$ cat src/rtl/melody_pkg.sv
// Shared types, entry layout and note codes for the melody sequencer.
package melody_pkg;

  localparam int unsigned NOTE_W  = 3;
  localparam int unsigned STEP_W  = 4;
  localparam int unsigned DUR_W   = 2;
  localparam int unsigned ENTRY_W = 6;

  // Song entry layout: [5] rest, [4:3] duration code, [2:0] note
  localparam int unsigned REST_BIT = 5;
  localparam int unsigned DUR_MSB  = 4;
  localparam int unsigned DUR_LSB  = 3;
  localparam int unsigned NOTE_MSB = 2;
  localparam int unsigned NOTE_LSB = 0;

  localparam logic [NOTE_W-1:0] NOTE_C3 = 3'd0;
  localparam logic [NOTE_W-1:0] NOTE_D3 = 3'd1;
  localparam logic [NOTE_W-1:0] NOTE_E3 = 3'd2;
  localparam logic [NOTE_W-1:0] NOTE_F3 = 3'd3;
  localparam logic [NOTE_W-1:0] NOTE_G3 = 3'd4;
  localparam logic [NOTE_W-1:0] NOTE_A3 = 3'd5;
  localparam logic [NOTE_W-1:0] NOTE_B3 = 3'd6;
  localparam logic [NOTE_W-1:0] NOTE_C4 = 3'd7;

  typedef enum logic [1:0] {
    ST_IDLE = 2'd0,
    ST_PLAY = 2'd1,
    ST_GAP  = 2'd2
  } state_e;

  // Build a table entry; dur is the duration code (beats - 1)
  function automatic logic [ENTRY_W-1:0] mk_entry(input logic rest,
                                                  input logic [DUR_W-1:0] dur,
                                                  input logic [NOTE_W-1:0] note);
    logic [ENTRY_W-1:0] e;
    e                    = '0;
    e[REST_BIT]          = rest;
    e[DUR_MSB:DUR_LSB]   = dur;
    e[NOTE_MSB:NOTE_LSB] = note;
    return e;
  endfunction

endpackage

$ cat src/rtl/melody_sequencer_if.sv
// Control/status bundle between a host and the melody sequencer.
interface melody_sequencer_if;
  import melody_pkg::*;

  logic              start;
  logic              stop;
  logic [NOTE_W-1:0] note;
  logic              enable;
  logic              busy;
  logic              done;
  logic [STEP_W-1:0] step;

  modport master (output start, stop, input note, enable, busy, done, step);
  modport slave  (input start, stop, output note, enable, busy, done, step);
endinterface

$ cat src/rtl/melody_rom.sv
// Combinational song table; addresses past the song length read as 1-beat rests.
module melody_rom
  import melody_pkg::*;
#(
  parameter int unsigned SONG_LEN = 16
) (
  input  logic [STEP_W-1:0]  addr_i,
  output logic [ENTRY_W-1:0] entry_c_o
);

  // Table lookup with rest fill beyond the active song
  always_comb begin
    entry_c_o = mk_entry(1'b1, 2'd0, NOTE_C3);
    if (32'(addr_i) < SONG_LEN) begin
      case (addr_i)
        4'd0:    entry_c_o = mk_entry(1'b0, 2'd0, NOTE_C3);
        4'd1:    entry_c_o = mk_entry(1'b0, 2'd1, NOTE_D3);
        4'd2:    entry_c_o = mk_entry(1'b1, 2'd0, NOTE_C3);
        4'd3:    entry_c_o = mk_entry(1'b0, 2'd3, NOTE_C4);
        4'd4:    entry_c_o = mk_entry(1'b0, 2'd0, NOTE_E3);
        4'd5:    entry_c_o = mk_entry(1'b0, 2'd0, NOTE_F3);
        4'd6:    entry_c_o = mk_entry(1'b0, 2'd1, NOTE_G3);
        4'd7:    entry_c_o = mk_entry(1'b0, 2'd0, NOTE_A3);
        4'd8:    entry_c_o = mk_entry(1'b0, 2'd0, NOTE_G3);
        4'd9:    entry_c_o = mk_entry(1'b1, 2'd1, NOTE_C3);
        4'd10:   entry_c_o = mk_entry(1'b0, 2'd0, NOTE_B3);
        4'd11:   entry_c_o = mk_entry(1'b0, 2'd1, NOTE_C4);
        4'd12:   entry_c_o = mk_entry(1'b0, 2'd0, NOTE_G3);
        4'd13:   entry_c_o = mk_entry(1'b0, 2'd0, NOTE_E3);
        4'd14:   entry_c_o = mk_entry(1'b0, 2'd3, NOTE_C3);
        default: entry_c_o = mk_entry(1'b1, 2'd0, NOTE_C3);
      endcase
    end
  end

endmodule

$ cat src/rtl/melody_sequencer.sv
// Plays a fixed song table as note/enable pairs with exact per-entry timing.
module melody_sequencer
  import melody_pkg::*;
#(
  parameter int unsigned SONG_LEN    = 16,
  parameter int unsigned BEAT_CYCLES = 250000,
  parameter int unsigned GAP_CYCLES  = 20000,
  parameter int unsigned LOOP        = 0
) (
  input  logic               clk_1MHz,
  input  logic               rst_n,
  melody_sequencer_if.slave  bus
);

  localparam int unsigned CNT_W = $clog2(4 * BEAT_CYCLES);

  state_e             state_q, state_d;
  logic [CNT_W-1:0]   cnt_q, cnt_d;
  logic [STEP_W-1:0]  step_q, step_d;
  logic [NOTE_W-1:0]  note_q, note_d;
  logic [DUR_W-1:0]   dur_q, dur_d;
  logic               rest_q, rest_d;
  logic               enable_q, enable_d;
  logic               busy_q, busy_d;
  logic               done_q, done_d;

  logic [STEP_W-1:0]  rom_addr_c;
  logic [ENTRY_W-1:0] entry_c;
  logic [31:0]        entry_len_c;
  logic               play_end_c;
  logic               entry_end_c;
  logic               last_step_c;

  // The ROM is always addressed at the entry that would be loaded next
  melody_rom #(.SONG_LEN(SONG_LEN)) u_rom (
    .addr_i    (rom_addr_c),
    .entry_c_o (entry_c)
  );

  // Entry timing and next-entry address
  always_comb begin
    last_step_c = (step_q == STEP_W'(SONG_LEN - 1));
    rom_addr_c  = (state_q == ST_IDLE || last_step_c) ? '0 : step_q + STEP_W'(1);
    entry_len_c = (32'(dur_q) + 32'd1) * BEAT_CYCLES;
    play_end_c  = (32'(cnt_q) == entry_len_c - GAP_CYCLES - 32'd1);
    entry_end_c = (32'(cnt_q) == entry_len_c - 32'd1);
  end

  // Next-state and next-output logic
  always_comb begin
    state_d  = state_q;
    cnt_d    = cnt_q;
    step_d   = step_q;
    note_d   = note_q;
    dur_d    = dur_q;
    rest_d   = rest_q;
    enable_d = enable_q;
    busy_d   = busy_q;
    done_d   = 1'b0;

    case (state_q)
      ST_IDLE: begin
        if (bus.start && !bus.stop) begin
          state_d  = ST_PLAY;
          step_d   = '0;
          cnt_d    = '0;
          note_d   = entry_c[NOTE_MSB:NOTE_LSB];
          dur_d    = entry_c[DUR_MSB:DUR_LSB];
          rest_d   = entry_c[REST_BIT];
          enable_d = !entry_c[REST_BIT];
          busy_d   = 1'b1;
        end
      end

      ST_PLAY: begin
        if (bus.stop) begin
          state_d  = ST_IDLE;
          cnt_d    = '0;
          enable_d = 1'b0;
          busy_d   = 1'b0;
        end else begin
          cnt_d = cnt_q + CNT_W'(1);
          if (play_end_c) begin
            state_d  = ST_GAP;
            enable_d = 1'b0;
          end
        end
      end

      ST_GAP: begin
        if (bus.stop) begin
          state_d  = ST_IDLE;
          cnt_d    = '0;
          enable_d = 1'b0;
          busy_d   = 1'b0;
        end else if (entry_end_c) begin
          if (!last_step_c || LOOP != 0) begin
            state_d  = ST_PLAY;
            step_d   = last_step_c ? '0 : step_q + STEP_W'(1);
            cnt_d    = '0;
            note_d   = entry_c[NOTE_MSB:NOTE_LSB];
            dur_d    = entry_c[DUR_MSB:DUR_LSB];
            rest_d   = entry_c[REST_BIT];
            enable_d = !entry_c[REST_BIT];
          end else begin
            state_d  = ST_IDLE;
            cnt_d    = '0;
            enable_d = 1'b0;
            busy_d   = 1'b0;
            done_d   = 1'b1;
          end
        end else begin
          cnt_d = cnt_q + CNT_W'(1);
        end
      end

      default: begin
        state_d  = ST_IDLE;
        cnt_d    = '0;
        enable_d = 1'b0;
        busy_d   = 1'b0;
      end
    endcase
  end

  // State and output registers
  always_ff @(posedge clk_1MHz or negedge rst_n) begin
    if (!rst_n) begin
      state_q  <= ST_IDLE;
      cnt_q    <= '0;
      step_q   <= '0;
      note_q   <= '0;
      dur_q    <= '0;
      rest_q   <= 1'b0;
      enable_q <= 1'b0;
      busy_q   <= 1'b0;
      done_q   <= 1'b0;
    end else begin
      state_q  <= state_d;
      cnt_q    <= cnt_d;
      step_q   <= step_d;
      note_q   <= note_d;
      dur_q    <= dur_d;
      rest_q   <= rest_d;
      enable_q <= enable_d;
      busy_q   <= busy_d;
      done_q   <= done_d;
    end
  end

  assign bus.note   = note_q;
  assign bus.step   = step_q;
  assign bus.enable = enable_q;
  assign bus.busy   = busy_q;
  assign bus.done   = done_q;

endmodule

$ cat src/flat_wrapper.sv
// flat-port wrapper written by rule: the top's interface ports become plain ports
module melody_sequencer_flat import melody_pkg::*;
#(
  parameter int unsigned SONG_LEN    = 16,
  parameter int unsigned BEAT_CYCLES = 250000,
  parameter int unsigned GAP_CYCLES  = 20000,
  parameter int unsigned LOOP        = 0
)
  (clk_1MHz, rst_n, bus_start, bus_stop, bus_note, bus_enable, bus_busy, bus_done, bus_step);
  melody_sequencer_if bus_i ();
  input  logic clk_1MHz;
  input  logic rst_n;
  input wire logic [$bits(bus_i.start)-1:0] bus_start;
  input wire logic [$bits(bus_i.stop)-1:0] bus_stop;
  output wire logic [$bits(bus_i.note)-1:0] bus_note;
  output wire logic [$bits(bus_i.enable)-1:0] bus_enable;
  output wire logic [$bits(bus_i.busy)-1:0] bus_busy;
  output wire logic [$bits(bus_i.done)-1:0] bus_done;
  output wire logic [$bits(bus_i.step)-1:0] bus_step;
  assign bus_i.start = bus_start;
  assign bus_i.stop = bus_stop;
  assign bus_note = bus_i.note;
  assign bus_enable = bus_i.enable;
  assign bus_busy = bus_i.busy;
  assign bus_done = bus_i.done;
  assign bus_step = bus_i.step;
  melody_sequencer #(.SONG_LEN(SONG_LEN), .BEAT_CYCLES(BEAT_CYCLES), .GAP_CYCLES(GAP_CYCLES), .LOOP(LOOP)) u_core (.clk_1MHz(clk_1MHz), .rst_n(rst_n), .bus(bus_i));
endmodule
$ cat config.mk
export PLATFORM = sky130hd
export DESIGN_NAME = melody_sequencer_flat
export DESIGN_NICKNAME = d
export VERILOG_FILES = /design/src/rtl/melody_pkg.sv /design/src/rtl/melody_sequencer_if.sv /design/src/rtl/melody_rom.sv /design/src/rtl/melody_sequencer.sv /design/src/flat_wrapper.sv
export SDC_FILE = /design/constraint.sdc
export NUM_CORES = 1
export LEC_CHECK = 0
export CAP_MARGIN = 20
export CORE_MARGIN = 5
export CORE_UTILIZATION = 66
export CTS_BUF_LIST = sky130_fd_sc_hd__clkbuf_4 sky130_fd_sc_hd__clkbuf_8 sky130_fd_sc_hd__clkbuf_16
export DETAILED_ROUTE_END_ITERATION = 6
export GPL_TIMING_DRIVEN = 1
export PLACE_DENSITY = 0.86
export SYNTH_ARGS = -nofsm -noshare
export SYNTH_HDL_FRONTEND = slang
export SYNTH_SLANG_ARGS = --single-unit
$ cat constraint.sdc
create_clock -name clk_1MHz -period 8.35 [get_ports clk_1MHz]
set_input_delay 1.67 -clock clk_1MHz [delete_from_list [all_inputs] [get_ports clk_1MHz]]
set_output_delay 1.67 -clock clk_1MHz [all_outputs]
set_load 0.03 [all_outputs]
==> summary.md <==
| Metric | Value |
|---|---|
| Worst Clk Skew | `6.319 ps` |
| Num rows | `24` |
| Largest net degree at the start of global routing | `35` |
| Crit end category | `flip-flop` |
| P_leak | `1.262 nW` |
| Fill count | `340` |
| Final Max Slew Viols | `0` |
| Status | `finished, final reports clean` |
| Dpl hpwl | `5041 um` |
| Largest cells by area after synthesis | `dfrtp_1 28%, ha_1 8.2%, nand2_1 5.2%` |
| Place WS | `3862 ps` |
| All-Layer GR Usage | `0.2390` |
| Yosys top cell area share | `0.2791` |
| Number of synthesized flops with an enable pin | `0` |
| Post-synthesis cell type count | `54` |
| First-pass GRT wire length | `12100 um` |
| CTS sink count | `34` |
| Routed wire length | `7054 um` |
| Sequential fraction of the synthesis area | `0.2791` |
| Fin worst setup slack | `3786 ps` |
| Latest clock arrival within the worst-skew pair | `290 ps` |
| CP Data Arrival Time | `4720 ps` |
| Vias in the first global route | `2588` |
| Initial antenna violation count | `0` |
| Post-CTS Resized | `0` |
| Total grt overflow | `0` |
| # DRC | `0` |
| Fmax | `0.2191 GHz` |
| I/O Pins | `14` |
| Root Buffer | `clkbuf_8` |
| Core Area | `4414 um2` |
| Synthesized cell area | `3048 um2` |
| CTS buffer count | `5` |
| Synthesized Nets | `407` |
| 1st-pass router iterations | `6` |
| Most frequent cell after synthesis | `nand2_1` |
| DRT iter0 DRCs | `157` |
| Die Area | `6077 um2` |
| Worst-path clk slew | `70 ps` |
| Most frequent cells after synthesis | `42 x nand2_1, 34 x dfrtp_1, 27 x clkbuf_1` |
| Syn avg cell area | `7.958 um2` |
| Post-CTS Setup Repair Bufs | `0` |
| RSZ-0062 raised after global routing | `no` |
| Max FO, Critical Path | `24` |
| Port bufs | `13` |
| Post-route ant nets | `0` |
| CTS tree | `yes` |
| CP startpoint kind | `flip-flop` |
| Hold Crit Class | `flip-flop to flip-flop` |
| Post-DR wirelength/cell | `16.76 um` |
| Async SR Flop Fraction | `1.000` |
| Reg2reg start | `u_core.dur_q[0]$_DFFE_PN0P_` |
| Routability cong. | `0.9163` |
| Mapped Cells | `383` |
| Biggest area consumer among synthesized cells | `dfrtp_1` |
| Final Core Density | `0.7185` |
| CP Class | `flip-flop to flip-flop` |
| Layout net count | `393` |
| Die Ht | `77.96 um` |
| Setup tns final | `0 ps` |
| Final min period | `4564 ps` |
| Final Hold Fails | `0` |
| Final worst-path cycle share | `0.5466` |
| Worst IR Drop VDD | `0.0001995 V` |
| CP Launch Point | `u_core.dur_q[0]$_DFFE_PN0P_` |
| H-tree levels | `2` |
| Critical Path RT | `8510 ps` |
| Min-delay src | `u_core.bus.note[2]$_DFFE_PN0P_` |
| Final setup vio count | `0` |
| Vias per Instance | `6.582` |
| Post-cts hold buffer count | `0` |
| R2R Setup Slk | `3790 ps` |
| Yosys warning count | `0` |
| Synthesized flop and latch total | `34` |
| Worst slew pin tran | `977.7 ps` |
| Die X-Extent | `77.96 um` |
| Max cap viols | `0` |
| Area grow syn2layout | `4.064%` |
| CTS max path bufs | `2` |
| P per Cell Area | `131.7 nW/um2` |
| Via count | `2771` |
| Number of diodes | `0` |
| Starting Density | `0.6905` |
| Worst rel slew slack | `0.3463` |
| Top_reg_cell synth | `dfrtp_1` |
| Share of cells above drive strength 1 | `0.05962` |
registers in the layout, summed over array words and instances (netlist names):
name	count
u_core.bus.busy	1
u_core.state_q	2
u_core.bus.done	1
u_core.cnt_q	20
u_core.bus.step	4
u_core.bus.note	3
u_core.bus.enable	1
u_core.dur_q	2
final cells by class:
class                      instances  area [um2]  area share
tap                               52       65.06     0.02051
inverter                          12       45.04     0.01420
sequential                        34       850.8      0.2682
clock inverter                     2       10.01    0.003156
multi-input combinational        302        1994      0.6288
timing repair buffer              14       137.6     0.04339
clock buffer                       5       68.82     0.02170
worst paths after layout:
check | endpoint | cells past startpoint
max reg2reg | u_core.cnt_q[19]$_DFFE_PN0P_ | 11
min reg2reg | u_core.bus.note[2]$_DFFE_PN0P_ | 1
min | u_core.bus.note[2]$_DFFE_PN0P_ | 1
min in group asynchronous | u_core.cnt_q[6]$_DFFE_PN0P_ | 2
max in group asynchronous | u_core.bus.step[2]$_DFFE_PN0P_ | 2
max | u_core.cnt_q[19]$_DFFE_PN0P_ | 11
kinds of logic after synthesis:
group | count (synthesis) | share of synthesized area
AND/OR/NAND/NOR | 162 | 0.2800
buffers and inverters | 47 | 0.06650
adder cells (fa/ha/maj) | 20 | 0.08210
AO/OA/AOI/OAI | 87 | 0.1921
multiplexers | 5 | 0.01970
flip-flops | 34 | 0.2791
XOR/XNOR | 28 | 0.08046
stage by stage:
stage | cell area, um2 | total power, mW | cells | hold slack (ps)
final | 3172 | 0.4176 | 421 | 509.9
after global routing | 3172 | 0.4417 | 421 | 525.5
after CTS | 3172 | 0.4166 | 421 | 507.6
after detailed placement | 3093 | 0.3042 | 414 | 492.8
after global placement | 3093 | 0.3016 | 414 | 491.5
after floorplan | 3048 | 0.2702 | 383 | 487.2
placed cells by master, fill, tap and decap left out, types with 2 or more instances in the layout:
cell,count
nand2_1,42
dfrtp_1,34
nand3_1,25
a31oi_1,23
o21ai_0,23
nor2_1,22
ha_1,20
xnor2_1,17
clkdlybuf4s50_1,13
inv_1,12
xor2_1,11
nor3_1,11
a21oi_1,10
nand2b_1,8
and3_1,8
or3_1,8
nand4_1,7
nor2b_1,6
nand3b_1,5
clkbuf_8,5
nor4_1,4
a21o_1,4
o211ai_1,4
mux2_2,4
a2111oi_0,3
o22ai_1,3
a211oi_1,3
nor3b_1,3
and3b_1,2
a32o_1,2
and2_1,2
o21a_1,2
or3b_2,2
clkinv_2,2
worst max-delay path, cell delays in order, from the launching register on:
cell      delay, ps
dfrtp_1         690
inv_1           240
ha_1            480
xnor2_1         340
ha_1            330
nand2_1          80
or3_4           340
a21o_1          190
a211oi_2        320
nand4_1         810
nand2_1         430
o21ai_0         150
report_power, final:
group	switching (mW)	leakage, nW	internal, mW	total [mW]
Clock	0.0590	0.0438	0.0559	0.115
Combinational	0.0790	0.749	0.0413	0.120
Sequential	0.00776	0.469	0.175	0.183
routing by layer:
metal	GRT usage	part of all wire
met3	0.04977	0.065
met1	0.3362	0.45
met4	0.08277	0.019
met5	0	0
met2	0.3648	0.47
(Power assumes the default switching activity.)
